--- src/rtl/mux_reg_nto1_if.sv ---
// mux_reg_nto1_if: upstream/downstream handshake bundle for mux_reg_nto1.
// slave is the selector's view of the bundle; master is the driving side.
interface mux_reg_nto1_if #(
    parameter int WIDTH = 32,
    parameter int N     = 4,
    parameter int SELW  = 2
);
    logic [N*WIDTH-1:0] In;
    logic [SELW-1:0]    Sel;
    logic               InValid;
    logic               InReady;
    logic               Flush;
    logic [WIDTH-1:0]   Out;
    logic               OutValid;
    logic               OutReady;
    logic               SelErr;

    modport slave (
        input  In, Sel, InValid, Flush, OutReady,
        output InReady, Out, OutValid, SelErr
    );

    modport master (
        output In, Sel, InValid, Flush, OutReady,
        input  InReady, Out, OutValid, SelErr
    );
endinterface

--- src/rtl/mux_reg_nto1.sv ---
// mux_reg_nto1: N-input registered selector with valid/ready handshake.
// Define MUXREG_SKID_EN for a registered InReady backed by one skid entry.
module mux_reg_nto1 #(
    parameter int WIDTH = 32,
    parameter int N     = 4,
    parameter int SELW  = 2
) (
    input  logic          Clk,
    input  logic          Reset_n,
    mux_reg_nto1_if.slave bus
);
`ifdef MUXREG_SKID_EN
    typedef enum logic [1:0] {EMPTY, ONE, FULL} state_t;
`else
    typedef enum logic [1:0] {EMPTY, ONE} state_t;
`endif

    state_t           state_q;
    state_t           state_d;
    logic [WIDTH-1:0] out_q;
    logic [WIDTH-1:0] sel_data;
    logic             bad_sel;
    logic             selerr_q;
    logic             ov;
    logic             rdy;
    logic             acc;
    logic             drn;
    logic             load_main;

    // Out-of-range selects match no arm and capture zero.
    always_comb begin
        sel_data = '0;
        for (int k = 0; k < N; k++) begin
            if (bus.Sel == SELW'(k)) begin
                sel_data = bus.In[k*WIDTH +: WIDTH];
            end
        end
    end

    assign bad_sel = (int'(bus.Sel) >= N);
    assign ov      = (state_q != EMPTY);
    assign acc     = bus.InValid && rdy;
    assign drn     = ov && bus.OutReady;

    assign bus.Out      = out_q;
    assign bus.OutValid = ov;
    assign bus.InReady  = rdy;
    assign bus.SelErr   = selerr_q;

`ifdef MUXREG_SKID_EN
    logic [WIDTH-1:0] skid_q;
    logic             rdy_q;
    logic             load_skid;
    logic             from_skid;

    assign rdy = rdy_q;

    always_comb begin
        state_d   = state_q;
        load_main = 1'b0;
        load_skid = 1'b0;
        from_skid = 1'b0;
        unique case (state_q)
            EMPTY: begin
                if (acc) begin
                    state_d   = ONE;
                    load_main = 1'b1;
                end
            end
            ONE: begin
                if (acc && drn) begin
                    load_main = 1'b1;
                end else if (acc) begin
                    state_d   = FULL;
                    load_skid = 1'b1;
                end else if (drn) begin
                    state_d = EMPTY;
                end
            end
            FULL: begin
                if (drn) begin
                    state_d   = ONE;
                    from_skid = 1'b1;
                end
            end
            default: state_d = EMPTY;
        endcase
        // Flush wins: nothing held or offered survives, Out keeps its value.
        if (bus.Flush) begin
            state_d   = EMPTY;
            load_main = 1'b0;
            load_skid = 1'b0;
            from_skid = 1'b0;
        end
    end

    always_ff @(posedge Clk or negedge Reset_n) begin
        if (!Reset_n) begin
            skid_q <= '0;
            rdy_q  <= 1'b1;
        end else begin
            rdy_q <= (state_d != FULL);
            if (load_skid) begin
                skid_q <= sel_data;
            end
        end
    end
`else
    assign rdy = !ov || bus.OutReady;

    always_comb begin
        state_d   = state_q;
        load_main = 1'b0;
        unique case (state_q)
            EMPTY: begin
                if (acc) begin
                    state_d   = ONE;
                    load_main = 1'b1;
                end
            end
            ONE: begin
                if (acc) begin
                    load_main = 1'b1;
                end else if (drn) begin
                    state_d = EMPTY;
                end
            end
            default: state_d = EMPTY;
        endcase
        if (bus.Flush) begin
            state_d   = EMPTY;
            load_main = 1'b0;
        end
    end
`endif

    always_ff @(posedge Clk or negedge Reset_n) begin
        if (!Reset_n) begin
            state_q  <= EMPTY;
            out_q    <= '0;
            selerr_q <= 1'b0;
        end else begin
            state_q <= state_d;
            if (acc && bad_sel) begin
                selerr_q <= 1'b1;
            end
            if (load_main) begin
                out_q <= sel_data;
            end
`ifdef MUXREG_SKID_EN
            else if (from_skid) begin
                out_q <= skid_q;
            end
`endif
        end
    end
endmodule

--- src/flat_wrapper.sv ---
// flat-port wrapper written by rule: the top's interface ports become plain ports
module mux_reg_nto1_flat 
#(
    parameter int WIDTH = 32,
    parameter int N     = 4,
    parameter int SELW  = 2
)
  (Clk, Reset_n, bus_In, bus_Sel, bus_InValid, bus_Flush, bus_OutReady, bus_InReady, bus_Out, bus_OutValid, bus_SelErr);
  mux_reg_nto1_if #(.WIDTH(WIDTH), .N(N), .SELW(SELW)) bus_i ();
  input  logic Clk;
  input  logic Reset_n;
  input wire logic [$bits(bus_i.In)-1:0] bus_In;
  input wire logic [$bits(bus_i.Sel)-1:0] bus_Sel;
  input wire logic [$bits(bus_i.InValid)-1:0] bus_InValid;
  input wire logic [$bits(bus_i.Flush)-1:0] bus_Flush;
  input wire logic [$bits(bus_i.OutReady)-1:0] bus_OutReady;
  output wire logic [$bits(bus_i.InReady)-1:0] bus_InReady;
  output wire logic [$bits(bus_i.Out)-1:0] bus_Out;
  output wire logic [$bits(bus_i.OutValid)-1:0] bus_OutValid;
  output wire logic [$bits(bus_i.SelErr)-1:0] bus_SelErr;
  assign bus_i.In = bus_In;
  assign bus_i.Sel = bus_Sel;
  assign bus_i.InValid = bus_InValid;
  assign bus_i.Flush = bus_Flush;
  assign bus_i.OutReady = bus_OutReady;
  assign bus_InReady = bus_i.InReady;
  assign bus_Out = bus_i.Out;
  assign bus_OutValid = bus_i.OutValid;
  assign bus_SelErr = bus_i.SelErr;
  mux_reg_nto1 #(.WIDTH(WIDTH), .N(N), .SELW(SELW)) u_core (.Clk(Clk), .Reset_n(Reset_n), .bus(bus_i));
endmodule
--- config.mk ---
export PLATFORM = sky130hd
export DESIGN_NAME = mux_reg_nto1_flat
export DESIGN_NICKNAME = d
export VERILOG_FILES = /design/src/rtl/mux_reg_nto1_if.sv /design/src/rtl/mux_reg_nto1.sv /design/src/flat_wrapper.sv
export SDC_FILE = /design/constraint.sdc
export NUM_CORES = 1
export LEC_CHECK = 0
export CAP_MARGIN = 20
export CELL_PAD_IN_SITES_DETAIL_PLACEMENT = 1
export CELL_PAD_IN_SITES_GLOBAL_PLACEMENT = 2
export CORE_MARGIN = 3
export CORE_UTILIZATION = 22
export CTS_CLUSTER_SIZE = 40
export DETAILED_ROUTE_END_ITERATION = 12
export PLACE_DENSITY_LB_ADDON = 0.1
export SETUP_SLACK_MARGIN = 0.05
export SKIP_LAST_GASP = 1
export SLEW_MARGIN = 40
export SYNTH_ARGS = -nofsm -noshare
export SYNTH_HDL_FRONTEND = slang
export SYNTH_SLANG_ARGS = --single-unit
--- constraint.sdc ---
create_clock -name Clk -period 4.53 [get_ports Clk]
set_clock_uncertainty 0.1 [all_clocks]
set_input_delay 0.906 -clock Clk [delete_from_list [all_inputs] [get_ports Clk]]
set_output_delay 0.906 -clock Clk [all_outputs]
set_load 0.02 [all_outputs]
==> flow_summary.json, run 1 <==
{
  "maxClockFrequency_mhz": 314,
  "worst_ir_drop_vdd_mv": 0.0962,
  "max_stage_delay_ns": 0.54,
  "drc": 0,
  "cts_tree": "done",
  "rsz0062_at_grt": "no",
  "p_comb_share_pct": 46.8,
  "period_share_pct": 70.4,
  "synth_warnings": 0,
  "status": "finished clean",
  "arrival_ns": 2.18,
  "cts_root_buf": "clkbuf_8",
  "worstPathCellList": "clkdlybuf4s50_1 > nor2b_1 > inv_1 > clkdlybuf4s50_1",
  "slew_viol_final": 0,
  "crit_fanout": 3,
  "diodes": 0,
  "drt_first_pass_iters": 4,
  "cpMostUsedCell": "clkdlybuf4s50_1",
  "wl_per_cell_um": 17.5,
  "clock_latency_ns": 0.27,
  "syn_inst": 114,
  "worst_hold_path_type": "in2async",
  "cts_max_level": 2,
  "postSynthAreaPerCell_um2": 18.9,
  "fp.dieH_um": 105,
  "clkPwrFrac_pct": 18.2,
  "grt_pass1_vias": 2068,
  "post-route-min-period_ns": 3.19,
  "grt_usage_pct": 13.2,
  "internal-power_uw": 798,
  "worstMarginPinSlew_ns": 0.608,
  "area_growth_pct": 87.2,
  "cts_resized": 0,
  "whs_ns": 0.323,
  "ff2ff_setup_slack_ns": 2.68,
  "path_class": "in2out",
  "ios": 170,
  "setup_viol": 0,
  "seq_power_share_pct": 35.0,
  "cp.depth": 4,
  "rows": 35,
  "p_leak_nw": 1.58,
  "synth_seq_area_share_pct": 38.3,
  "p_switching_uw": 324,
  "drtIter0Drc": 26,
  "die_w_um": 105,
  "dieArea_um2": 11000,
  "routed_via_density": 4.42,
  "postCtsHoldBufs": 0,
  "critPathSlowestCell": "clkdlybuf4s50_1",
  "yosysUniqueCellTypes": 13,
  "maxCapViolCount": 0,
  "finalHoldViolCount": 0,
  "crit_buf_inv": 3,
  "gp_congestion": 0.647,
  "start_util_pct": 23.0,
  "critPathTopFamily": "buffers and inverters",
  "postCtsSetupBuffers": 0,
  "clk_pin_slew_ns": 0.06,
  "ys_ff_latch": 33,
  "synth_nets": 249,
  "cts_sinks": 33,
  "drive_above_1_share_pct": 27.0,
  "port_buffers": 168,
  "relSlewSlack_pct": 59.5,
  "cp-start-kind": "primary input",
  "final_core_util_pct": 43.1,
  "place_hpwl_um": 5650,
  "num_vias": 1812,
  "netlist_area_um2": 2160,
  "r2r_cells": 4,
  "cp-end-kind": "output port",
  "power_density_nw_per_um2": 278,
  "final_antenna_net_count": 0,
  "cts_buffers": 5,
  "coreArea_um2": 9370,
  "nNetsFinal": 417,
  "final.setup.tns_ns": 0,
  "grt_overflow": 0,
  "wirelength_um": 7180,
  "swShare_pct": 28.9,
  "cts_max_path_buffers": 2,
  "grt_max_degree": 33,
  "antenna_found_initial": 0,
  "grt_pass1_wl_um": 11200,
  "crit_required_ns": 3.52
}
==> through the flow <==
step	worst slack [ns]	power [mW]	std cells	cell area [µm²]
floorplan	2.29	0.646	114	2160
global route	1.27	1.19	410	4040
CTS	1.33	1.15	410	4040
detailed placement	1.34	0.930	404	3970
global placement	1.35	0.921	402	3910
finish	1.34	1.12	410	4040
==> layout by cell type, fill, tap and decap left out <==
cell / n
dfrtp_1: 33
buf_16: 2
nor2_1: 2
mux2_4: 30
mux4_2: 30
buf_4: 3
inv_1: 1
nor2b_1: 1
clkinv_2: 1
nor3b_4: 1
conb_1: 1
buf_2: 2
clkdlybuf4s50_1: 165
mux2_2: 2
mux4_1: 2
clkbuf_8: 5
==> metal layers <==
| layer | GRT usage, % | up-vias | routed length [µm] |
|---|---|---|---|
| met1 | 15.0 | 922 | 2800 |
| met3 | 4.08 | 6 | 502 |
| met5 | 0 | - | 0 |
| met4 | 3.56 | 0 | 91 |
| met2 | 23.7 | 89 | 3780 |
| li1 | - | 795 | - |
==> synth_stat cells <==
cell type   n  area share (%)
dfrtp_1    33              38
mux2_4     30              21
mux4_2     30              31
buf_6       7             3.7
clkbuf_1    3            0.52
mux2_2      2             1.0
mux4_1      2             2.4
nor2_1      2            0.35
buf_4       1            0.35
conb_1      1            0.17
inv_1       1            0.17
nor2b_1     1            0.29
nor3b_2     1            0.58
==> power groups by stage <==
stage | Combinational (mW) | Clock (mW) | Sequential, mW
CTS | 0.536 | 0.217 | 0.395
finish | 0.525 | 0.204 | 0.393
detailed placement | 0.534 | 0 | 0.396
floorplan | 0.170 | 0 | 0.475
global placement | 0.524 | 0 | 0.396
global route | 0.555 | 0.233 | 0.404
==> cells by family after synthesis <==
group	share of synthesized area, %
multiplexers	55.7
flip-flops	38.3
buffers and inverters	4.70
AND/OR/NAND/NOR	1.22
other	0.174
==> sequential cells by signal, summed over array words and instances (netlist names) <==
signal          count
u_core.state_q      1
u_core.bus.Out     32
==> worst paths after layout <==
path | startpoint | endpoint
max reg2reg | u_core.state_q[0]$_DFFE_PN0P_ | u_core.bus.Out[0]$_DFFE_PN0P_
max in group asynchronous | Reset_n | u_core.bus.Out[21]$_DFFE_PN0P_
max | bus_OutReady | bus_InReady
min in group Clk | u_core.bus.Out[20]$_DFFE_PN0P_ | u_core.bus.Out[20]$_DFFE_PN0P_
min | Reset_n | u_core.bus.Out[5]$_DFFE_PN0P_
min reg2reg | u_core.bus.Out[20]$_DFFE_PN0P_ | u_core.bus.Out[20]$_DFFE_PN0P_
==> layout make-up <==
type / count / area (µm²)
fill: 993 / 5330
timing repair buffer: 172 / 1740
multi-input combinational: 69 / 1240
sequential: 33 / 826
tap: 129 / 161
clock buffer: 5 / 68.8
clock inverter: 1 / 5.00
inverter: 1 / 3.75
==> worst reg2reg max path, stage by stage (launching register included) <==
cell     delay, ns
dfrtp_1       0.37
nor2b_1       0.17
nor3b_4       0.17
buf_4         0.52
mux2_2        0.41
Power figures use the tool's default switching activity.
==> inputs of run 2 (changes only) <==
--- a/config.mk
+++ b/config.mk
@@ -9,7 +9,7 @@
 export CELL_PAD_IN_SITES_DETAIL_PLACEMENT = 1
 export CELL_PAD_IN_SITES_GLOBAL_PLACEMENT = 2
 export CORE_MARGIN = 3
-export CORE_UTILIZATION = 22
+export CORE_UTILIZATION = 18
 export CTS_CLUSTER_SIZE = 40
 export DETAILED_ROUTE_END_ITERATION = 12
 export PLACE_DENSITY_LB_ADDON = 0.1
==> constraint.sdc (replaced) <==
create_clock -name Clk -period 2.59 [get_ports Clk]
set_clock_uncertainty 0.1 [all_clocks]
set_input_delay 0.518 -clock Clk [delete_from_list [all_inputs] [get_ports Clk]]
set_output_delay 0.518 -clock Clk [all_outputs]
set_load 0.02 [all_outputs]
==> run 2 against run 1 <==
- sequential power rose by 75%
- utilization fell by 7.3 points
- clock power rose to 2.9 times the previous value
- setup slack got worse by 1.2 ns
- global-route usage fell by 2.0 points
- flip-flop and latch count did not move
- sequential share of layout area fell by 0.50 points
- via count fell by 0.77%
- largest cell class unchanged
==> flow_summary.json, run 2 (same netlist as run 1, synthesis figures left out) <==
{
  "status": "finished clean",
  "worst_ir_drop_vdd_mv": 0.226,
  "worst_hold_path_type": "in2async",
  "grt_max_degree": 33,
  "r2r_cells": 4,
  "rsz0062_at_grt": "no",
  "fp.dieH_um": 116,
  "p_leak_nw": 1.61,
  "diodes": 0,
  "timing.rr.end": "u_core.bus.Out[1]$_DFFE_PN0P_",
  "drtIter0Drc": 28,
  "drc": 0,
  "place_hpwl_um": 5890,
  "postCtsSetupBuffers": 0,
  "cpMostUsedCell": "clkdlybuf4s50_1",
  "cp-end-kind": "output port",
  "grt_usage_pct": 11.2,
  "rows": 39,
  "path_class": "in2out",
  "dieArea_um2": 13300,
  "ff2ff_setup_slack_ns": 0.93,
  "cts_sinks": 33,
  "dp.cells": 418,
  "area_growth_pct": 91.9,
  "gp_congestion": 0.670,
  "multi_input_area_um2": 1240,
  "cts_buffers": 5,
  "nNetsFinal": 417,
  "power_mw": 2.20,
  "wirelength_um": 7620,
  "die_w_um": 116,
  "crit_buf_inv": 3,
  "final.setup.tns_ns": 0,
  "regArea_um2": 826,
  "final_antenna_net_count": 0,
  "drive_above_1_share_pct": 27.0,
  "worstPathCellList": "clkdlybuf4s50_1 > nor2b_1 > inv_1 > clkdlybuf4s50_1",
  "final_cell_mix": "clkdlybuf4s50_1 (165), dfrtp_1 (33), mux4_2 (30), mux2_4 (30), clkbuf_16 (5)",
  "maxClockFrequency_mhz": 412,
  "largest_reg_flops": 32,
  "wl_per_cell_um": 17.9,
  "reg2reg_from": "u_core.state_q[0]$_DFFE_PN0P_",
  "grt_pass1_wl_um": 11300,
  "max_stage_delay_ns": 0.55,
  "crit_fanout": 3,
  "period_share_pct": 93.8,
  "grt_pass1_vias": 2038,
  "cts_max_level": 2,
  "arrival_ns": 1.81,
  "post-route-min-period_ns": 2.43,
  "cts_root_buf": "clkbuf_16",
  "finalHoldViolCount": 0,
  "slew_viol_final": 0,
  "power_density_nw_per_um2": 531,
  "crit_required_ns": 1.97,
  "antenna_found_initial": 0,
  "postCtsHoldBufs": 0,
  "cts_resized": 0,
  "cp-start-kind": "primary input",
  "setup_viol": 0,
  "final_common_cell": "clkdlybuf4s50_1",
  "clock_latency_ns": 0.27,
  "num_vias": 1798,
  "start_util_pct": 18.7,
  "stdcell_count": 425,
  "drt_first_pass_iters": 4,
  "cts_tree": "done",
  "setup_slack_ns": 0.160,
  "place_ws_ns": 0.135,
  "critPathTopFamily": "buffers and inverters",
  "routed_via_density": 4.23,
  "critPathSlowestCell": "clkdlybuf4s50_1",
  "cts_max_path_buffers": 2,
  "grt_overflow": 0,
  "coreArea_um2": 11600,
  "ios": 170,
  "fill_cells": 1224,
  "clk_pin_slew_ns": 0.05,
  "port_buffers": 168,
  "maxCapViolCount": 0
}
## run 2: cell count changes in the layout (fill, tap and decap cells not counted)
| cell | previous run | this run |
|---|---|---|
| buf_12 | 0 | 3 |
| clkbuf_1 | 0 | 1 |
| clkbuf_16 | 0 | 5 |
| buf_16 | 2 | 1 |
| clkbuf_8 | 5 | 1 |
| buf_2 | 2 | 3 |
| clkinv_2 | 1 | 0 |
| buf_4 | 3 | 0 |
## run 2: metrics by stage
stage                     util, %  cell area [µm²]  hold slack [ns]
final                        35.8             4140           0.0977
after global routing         35.8             4140            0.136
after CTS                    35.8             4140            0.120
after detailed placement     34.6             4000            0.393
after global placement       34.4             3970            0.394
after floorplan                 -             2160            0.122
## run 2: how the worst max path moves through the flow
stage	slack [ns]	startpoint	to	cells past startpoint
global route	0.08	bus_OutReady	bus_InReady	4
floorplan	0.84	bus_Sel[0]	u_core.bus.Out[10]$_DFFE_PN0P_	4
finish	0.16	bus_OutReady	bus_InReady	4
detailed placement	0.14	bus_OutReady	bus_InReady	4
global placement	0.17	bus_OutReady	bus_InReady	4
CTS	0.13	bus_OutReady	bus_InReady	4
## run 2: per-layer routing
layer,up-vias,GRT usage [%],share of wire (%)
met1,901,13.5,40
met2,99,19.3,49
met3,2,4.07,11
li1,796,-,-
met4,0,2.11,0.35
met5,-,0,0
## run 2: final cells by class
type                       instances  share of cell area (%)
sequential                        33                    19.9
tap                              143                    4.32
multi-input combinational         69                    29.9
timing repair buffer             172                    42.3
clock buffer                       7                    3.44
inverter                           1                  0.0906
## run 2: report_power, final
part / total, mW / internal, mW / switching [mW] / leakage (nW)
combinational: 0.930 / 0.595 / 0.335 / 1.15
sequential: 0.687 / 0.628 / 0.0593 / 0.389
clock: 0.583 / 0.377 / 0.206 / 0.0700
## run 2: worst reg2reg max path: cells and delay by family, from the launching register on
family / cells / cell delay, ns
buffers and inverters: 1 / 0.29
DFF: 1 / 0.38
muxes: 1 / 0.38
and+or+nand+nor: 2 / 0.40
==> inputs of run 3 (changes only) <==
--- a/config.mk
+++ b/config.mk
@@ -12,6 +12,7 @@
 export CORE_UTILIZATION = 18
 export CTS_CLUSTER_SIZE = 40
 export DETAILED_ROUTE_END_ITERATION = 12
+export GPL_ROUTABILITY_DRIVEN = 0
 export PLACE_DENSITY_LB_ADDON = 0.1
 export SETUP_SLACK_MARGIN = 0.05
 export SKIP_LAST_GASP = 1
==> results of run 3 <==
No change in the layout: final DEF, timing and power equal those of run 2.
